## config.mk

```make
export PLATFORM = sky130hd
export DESIGN_NAME = uart_line_buffer
export DESIGN_NICKNAME = d
export VERILOG_FILES = /design/src/rtl/uart_line_buffer.sv
export SDC_FILE = /design/constraint.sdc
export NUM_CORES = 1
export LEC_CHECK = 0
export CORE_UTILIZATION = 35
export DETAILED_ROUTE_END_ITERATION = 12
export HOLD_SLACK_MARGIN = 0.06
export MAX_ROUTING_LAYER = met4
export SYNTH_ARGS = -nofsm -noshare
export SYNTH_HDL_FRONTEND = slang
export SYNTH_SLANG_ARGS = --single-unit
```

## constraint.sdc

```tcl
create_clock -name clk -period 10 [get_ports clk]
set_clock_uncertainty 0.05 [all_clocks]
set_input_delay 1 -clock clk [delete_from_list [all_inputs] [get_ports clk]]
set_output_delay 1 -clock clk [all_outputs]
set_load 0.02 [all_outputs]
```

## src/rtl/uart_line_buffer.sv

```systemverilog
// rtl/uart_line_buffer.sv - line-assembly stage between UART receiver and transmitter
//
// Collects received bytes into a line buffer with simple editing:
// backspace/DEL remove the last byte and LF is dropped. On CR the stored
// line is replayed to the transmitter, followed by CR LF.
//
// Optional feature macro: UART_LINE_UPPER_EN. When defined, lowercase
// letters are emitted as uppercase during replay. The buffer always holds
// the raw bytes, and CR/LF are never altered.
//
// Ports:
//   clk            system clock
//   rst_n          asynchronous active-low reset
//   rx_data        received byte from the UART receiver
//   rx_data_valid  rx_data valid; held by upstream until accepted
//   rx_data_ready  high while collecting (byte can be accepted)
//   tx_data        byte to the UART transmitter (registered)
//   tx_data_valid  tx_data valid (registered)
//   tx_data_ready  transmitter accepts tx_data this cycle
//   line_len       number of bytes currently stored
//   overflow       sticky: a byte was dropped in the current line
//   busy           line replay in progress

module uart_line_buffer #(
   parameter int DEPTH = 32,
   parameter int LEN_W = $clog2(DEPTH + 1)
) (
   input  logic             clk,
   input  logic             rst_n,
   input  logic [7:0]       rx_data,
   input  logic             rx_data_valid,
   output logic             rx_data_ready,
   output logic [7:0]       tx_data,
   output logic             tx_data_valid,
   input  logic             tx_data_ready,
   output logic [LEN_W-1:0] line_len,
   output logic             overflow,
   output logic             busy
);

   localparam int IDX_W = $clog2(DEPTH);
   localparam logic [LEN_W-1:0] DEPTH_L = LEN_W'(DEPTH);
   localparam logic [LEN_W-1:0] ONE_L   = LEN_W'(1);

   typedef enum logic [1:0] {
      COLLECT = 2'd0,
      EMIT    = 2'd1,
      EMIT_CR = 2'd2,
      EMIT_LF = 2'd3
   } state_t;

   state_t           state_q;
   state_t           state_d;
   logic [LEN_W-1:0] cnt_q;
   logic [LEN_W-1:0] rd_q;
   logic [LEN_W-1:0] rd_d;
   logic             overflow_q;
   logic [7:0]       next_byte;
   logic [7:0]       line_buf [DEPTH];

   logic accept;
   logic tx_hs;
   logic is_cr;
   logic is_lf;
   logic is_bs;
   logic is_data;

   function automatic logic [7:0] emit_map(input logic [7:0] b);
`ifdef UART_LINE_UPPER_EN
      if (b >= 8'h61 && b <= 8'h7A) begin
         return b - 8'h20;
      end
      return b;
`else
      return b;
`endif
   endfunction

   assign accept  = rx_data_valid && rx_data_ready;
   assign tx_hs   = tx_data_valid && tx_data_ready;
   assign is_cr   = (rx_data == 8'h0D);
   assign is_lf   = (rx_data == 8'h0A);
   assign is_bs   = (rx_data == 8'h08) || (rx_data == 8'h7F);
   assign is_data = !is_cr && !is_lf && !is_bs;

   // State register
   always_ff @(posedge clk or negedge rst_n) begin
      if (!rst_n) begin
         state_q <= COLLECT;
      end else begin
         state_q <= state_d;
      end
   end

   // Next-state logic, including the replay read index
   always_comb begin
      state_d = state_q;
      rd_d    = rd_q;
      case (state_q)
         COLLECT: begin
            if (accept && is_cr) begin
               if (cnt_q != '0) begin
                  state_d = EMIT;
                  rd_d    = '0;
               end else begin
                  state_d = EMIT_CR;
               end
            end
         end
         EMIT: begin
            if (tx_hs) begin
               if (rd_q == cnt_q - ONE_L) begin
                  state_d = EMIT_CR;
               end else begin
                  rd_d = rd_q + ONE_L;
               end
            end
         end
         EMIT_CR: begin
            if (tx_hs) begin
               state_d = EMIT_LF;
            end
         end
         EMIT_LF: begin
            if (tx_hs) begin
               state_d = COLLECT;
            end
         end
         default: begin
            state_d = COLLECT;
         end
      endcase
   end

   // Output logic
   always_comb begin
      rx_data_ready = (state_q == COLLECT);
      busy          = (state_q != COLLECT);
      line_len      = cnt_q;
      overflow      = overflow_q;
   end

   // Byte to present in the state we are moving to. Looking ahead at
   // state_d/rd_d lets the next byte load on the handshake edge itself,
   // so back-to-back transfers keep tx_data_valid high.
   always_comb begin
      next_byte = 8'h0A;
      case (state_d)
         EMIT:    next_byte = emit_map(line_buf[rd_d[IDX_W-1:0]]);
         EMIT_CR: next_byte = 8'h0D;
         default: next_byte = 8'h0A;
      endcase
   end

   // Datapath: length counter, overflow flag, read index, tx register
   always_ff @(posedge clk or negedge rst_n) begin
      if (!rst_n) begin
         cnt_q         <= '0;
         rd_q          <= '0;
         overflow_q    <= 1'b0;
         tx_data       <= 8'h00;
         tx_data_valid <= 1'b0;
      end else begin
         rd_q <= rd_d;

         if (state_q == COLLECT && accept) begin
            if (is_bs) begin
               if (cnt_q != '0) begin
                  cnt_q <= cnt_q - ONE_L;
               end
            end else if (is_data) begin
               if (cnt_q < DEPTH_L) begin
                  cnt_q <= cnt_q + ONE_L;
               end else begin
                  overflow_q <= 1'b1;
               end
            end
         end

         if (state_q == EMIT_LF && tx_hs) begin
            cnt_q      <= '0;
            overflow_q <= 1'b0;
         end

         // Only load while replaying and the register is empty or being
         // consumed; on entry from COLLECT the first byte appears one
         // cycle after the state change.
         if (state_q != COLLECT && (!tx_data_valid || tx_hs)) begin
            if (state_d == COLLECT) begin
               tx_data_valid <= 1'b0;
            end else begin
               tx_data       <= next_byte;
               tx_data_valid <= 1'b1;
            end
         end
      end
   end

   // Line storage is not reset
   always_ff @(posedge clk) begin
      if (state_q == COLLECT && accept && is_data && cnt_q < DEPTH_L) begin
         line_buf[cnt_q[IDX_W-1:0]] <= rx_data;
      end
   end

endmodule

```

### Word-level counts from Yosys, hierarchy flattened

Memory sizes are Yosys's and may differ from the RTL's.
Index checks and enable logic that the tools add are counted.

* bits in registers: 24
* latch bits: 0
* RAM bits: 256
* memory bits (read-only): 0
* output and inout bits: 18
* logic and storage cells: 86
* memories: 1

Memories
* line_buf: words 32, width 8, read ports 1, clocked after memory_dff 0, write ports 1, RTL line 59 `logic [7:0] line_buf [DEPTH];`

* add/subtract/negate cells: 3
* $mul: 0
* div/mod/pow operators: 0
* order comparisons: 1
* eq/ne operators: 17
* shift operators: 0
* mux-type cells: 27
* bitwise logic cells: 1
* reductions and logical operators: 29

Operators by type and width (number)
* 6-bit two-way mux: 10
* 8-bit by 4-bit equality test with 1-bit output (second input constant): 3
* 8-bit one-hot mux with 2 select lines: 1
* 6-bit by 1-bit adder with 6-bit output (second input constant): 2
* 2-bit two-way mux: 6
* 6-bit one-hot mux with 2 select lines: 1
* 1-bit logical AND: 10
* 8-bit by 7-bit equality test with 1-bit output (second input constant): 1
* 1-bit two-way mux: 8
* 2-bit by 1-bit inequality test with 1-bit output (second input constant): 4
* 2-bit one-hot mux with 4 select lines: 1
* 4-bit AND reduction: 2
* 2-bit nonzero test: 4
* 2-bit equality test (second input constant): 3
* 6-bit equality test: 1
* 6-bit < comparator (second input constant): 1
* 3-bit nonzero test: 2
* 6-bit nonzero test: 1
* 6-bit by 1-bit subtractor with 6-bit output (second input constant): 1
* 5-bit AND reduction: 1
* 2-bit by 1-bit equality test with 1-bit output (second input constant): 2
* 1-bit logical NOT: 4
* 2-bit logical NOT: 2
* 2-bit inequality test (second input constant): 2
* other kinds (4): 5

### Longest topological paths before layout

* depth after elaboration: 8
* depth in mapped cells: 18
* gate-level depth less buffers: 17

### Worst setup path before layout

OpenSTA, ideal clock, no wires.

* path type: register to register
* from: register cnt_q[0], in the netlist line_len[0]
* to: register tx_data[4]
* library setup time: 0.087 ns
* arrival: 3.594 ns
* path slack: 6.269 ns
* stages on the path, launching flop included: 19
* buffers on the path: 1
* cell sequence: dfrtp_1 clkbuf_1 inv_1 ha_1 nor3b_1 nand3_1 o31a_1 nor2_1 o2111a_1 nor2_1 nor2_1 ha_1 nor2_1 o21a_1 and2_1 nand2_1 or3_1 a2bb2oi_1 o211ai_1

* cells in the longest elaborated chain, start to end: 8

Ends and longest elaborated chain
* start, declared: RTL line 54 `logic [LEN_W-1:0] cnt_q;`
* start signal, assigned: RTL line 169 `cnt_q <= cnt_q - ONE_L;`
* start signal, assigned: RTL line 173 `cnt_q <= cnt_q + ONE_L;`
* parallel branches: the longest is 8 deep, another holds memory read 32 x 8 bit
* end signal, assigned: RTL line 192 `tx_data <= next_byte;`
* end, declared: RTL line 33 `output logic [7:0] tx_data,`

Several ways; the timed one is not identified. The select of a mux whose other input is x is not followed.
A chain may end at the register's enable or synchronous reset.

### Worst setup path after layout

* from: register cnt_q[1], in the netlist line_len[1]
* to: register tx_data[2]

Same word-level chain as after synthesis.

==> flow_metrics.tcl <==
set metrics [dict create \
    fin_setup_tns_ns 0 \
    leakage_nw 4.61 \
    ir_drop_v 0.000189 \
    dpl.hpwl_microns 17800 \
    status "complete, no violations" \
    drt-total-wl_microns 29400 \
    tightest_slew_ns 1.20 \
    timing.rr.end "tx_data[2]" \
    p_sw_share_pct 26.6 \
    post_cts_resized 0 \
    combinationalPowerShare_pct 15.8 \
    post-cts-setup-buffer-count 0 \
    period_needed_ns 5.14 \
    grt_pass1_vias 7035 \
    synth_area_per_cell_sq_um 14.1 \
    r2r_cells 14 \
    min_path_type "register to register" \
    critical_path_class "register to register" \
    power.net_switching_uw 800 \
    fillers 3138 \
    core_area_sq_um 33900 \
    clk_pin_slew_ns 0.06 \
    hold_depth 2 \
    grt_first_pass_wirelength_microns 44200 \
    start_util_pct 36.0 \
    maxSlewViolCount 0 \
    drt-initial-drc-count 637 \
    synthFlopType "edfxtp_1" \
    yosysSeqAreaShare_pct 68.1 \
    holdBufCountCts 0 \
    drt.antenna.violating_nets 0 \
    layout_commonest_cell "edfxtp_1" \
    ios 30 \
    arrival_ns 5.56 \
    synth_area_sq_um 12200 \
    p_seq_share_pct 47.3 \
    cp-start-kind "register" \
    startpoint "line_len[1]" \
    setup_violations 0 \
    powerDensity_nw_per_um2 217 \
    fin_nets 908 \
    dieArea_sq_um 35500 \
    synth_edf_count 256 \
    synth_fp_nets 882 \
    fmax_mhz 194 \
    hold_viol 0 \
    cp_max_fo 59 \
    htreeDepth 1 \
    grt_setup_unrepaired "false" \
    hold_slack_ns 0.467 \
    grt_start_max_net_pins 63 \
    vias 7278 \
    die_x_microns 189 \
    overflow 0 \
    area_growth_pct 13.7 \
    cts_root_buffer "clkbuf_16" \
    worst_ep_required_time_ns 10.41 \
    antenna_found_initial 2 \
    critPathCapture "tx_data[2]" \
    cts_buffers 28 \
    cts.sinks 280 \
    yosysUniqueCellTypes 67 \
    rows 67 \
    drive_above_1_share_pct 8.92 \
    r2r-start "line_len[1]" \
    crit_path_end_kind "register" \
    drtPass1Iterations 5 \
    regToRegSetupSlack_ns 4.86 \
    p_total_mw 3.01 \
    p_clk_share_pct 36.9 \
    drv_cap 0 \
    die_y_microns 189 \
    syn_inst 862 \
    cts_tree "done" \
    wl_per_cell_microns 21.6 \
    ys_seq_elements 280 \
    via_per_inst 5.36 \
    relSlewSlack_pct 19.8 \
    clk_latency_ns 0.54 \
    layout_common_cells "256 x edfxtp_1, 116 x nand2_1, 110 x mux2i_1" \
    clock_path_buffers 3 \
    synthArstFlopShare_pct 8.57 \
    p_int_mw 2.21 \
    drcViolationCount 0 \
    grt_usage_pct 17.1 \
    yosysWarnings 0 \
    fin_crit_sh_pct 51.4 \
    io_buffers 29 \
    place_congestion 0.876 \
]
power by group through the flow:
| stage | clock network [mW] | registers, mW | logic (mW) |
|---|---|---|---|
| after CTS | 1.12 | 1.42 | 0.481 |
| final | 1.11 | 1.42 | 0.476 |
| after detailed placement | 0 | 1.45 | 0.478 |
| after global placement | 0 | 1.45 | 0.474 |
| after global routing | 1.17 | 1.43 | 0.516 |
| after floorplan | 0 | 1.43 | 0.307 |
per-layer routing:
layer	track usage (%)	share of wire, %	vias up
met5	-	0	-
met4	6.02	3.2	0
met3	2.63	6.5	67
met2	27.1	48	254
met1	22.3	43	3601
li1	-	-	3356
cell usage after synthesis, types with 4 or more instances:
cell	count	area, sq um
nand2_1	116	435
edfxtp_1	256	7690
nand2b_1	4	25.0
a22oi_1	6	45.0
inv_1	7	26.3
a31oi_1	13	81.3
buf_2	19	95.1
mux2_2	8	90.1
nand3_1	26	130
dfrtp_1	24	601
ha_1	8	100
clkbuf_1	12	45.0
buf_6	7	78.8
o211ai_1	8	60.1
xor2_1	5	43.8
nor3b_1	4	30.0
mux2i_1	112	1120
and3_1	10	62.6
nor4_1	6	37.5
o21ai_0	12	60.1
a21oi_1	36	180
a211oi_1	4	30.0
o31ai_1	4	30.0
or3_1	4	25.0
nor3_1	12	60.1
nand4_1	10	62.6
buf_4	8	60.1
nor2_1	48	180
a2111oi_0	9	78.8
state kept, by name, summed over array words and instances, names as in the netlist:
name and count:
overflow 1, tx_data_valid 1, tx_data 8, rd_q 6
line_len 6, state_q 2, line_buf 256
through the flow:
stage / util [%] / std cells / instance area [sq um] / worst slack [ns]
finish: 40.9 / 1358 / 13800 / 4.86
global route: 40.9 / 1358 / 13800 / 4.53
CTS: 40.9 / 1356 / 13800 / 4.80
detailed placement: 38.0 / 1306 / 12900 / 4.41
global placement: 38.0 / 1306 / 12900 / 4.39
floorplan: - / 862 / 12200 / 6.27
kinds of logic (layout without fill, tap and decap cells):
group | after synthesis | in the layout | share of synthesized area, %
adder cells (fa/ha/maj) | 8 | 8 | 0.822
XOR/XNOR | 7 | 7 | 0.504
flip-flops | 280 | 280 | 68.1
multiplexers | 123 | 123 | 10.4
buffers and inverters | 58 | 104 | 2.80
AO/OA/AOI/OAI | 129 | 129 | 7.67
AND/OR/NAND/NOR | 257 | 257 | 9.76
other | 0 | 2 | 0
worst min-delay path by stage:
stage,end,startpoint
6_report,overflow,overflow
5_1_grt,rd_q[5],rd_q[5]
3_3_place_gp,overflow,overflow
3_5_place_dp,overflow,overflow
4_1_cts,overflow,overflow
2_1_floorplan,rd_q[5],rd_q[5]
worst max-delay path, cell delays in order (launching register included):
cell and delay (ns):
dfrtp_1 0.52, inv_1 0.21, ha_1 0.26, nor3b_1 0.54
nand3_1 0.14, o31a_1 0.24, o21ai_2 0.31, mux2i_4 0.14
inv_6 0.44, buf_4 0.77, mux2i_1 0.17, mux2i_1 0.17
o22ai_1 0.12, a2111oi_0 0.66, a221o_1 0.26
cell type report:
| class | count | area, sq um | area share [%] |
|---|---|---|---|
| sequential | 280 | 8290 | 59.9 |
| multi-input combinational | 524 | 3560 | 25.7 |
| clock buffer | 34 | 754 | 5.45 |
| tap | 448 | 561 | 4.05 |
| timing repair buffer | 44 | 403 | 2.91 |
| clock inverter | 16 | 229 | 1.65 |
| inverter | 10 | 42.5 | 0.307 |
| antenna | 2 | 5.00 | 0.0361 |
No activity file was read; power rests on OpenSTA's default activity.
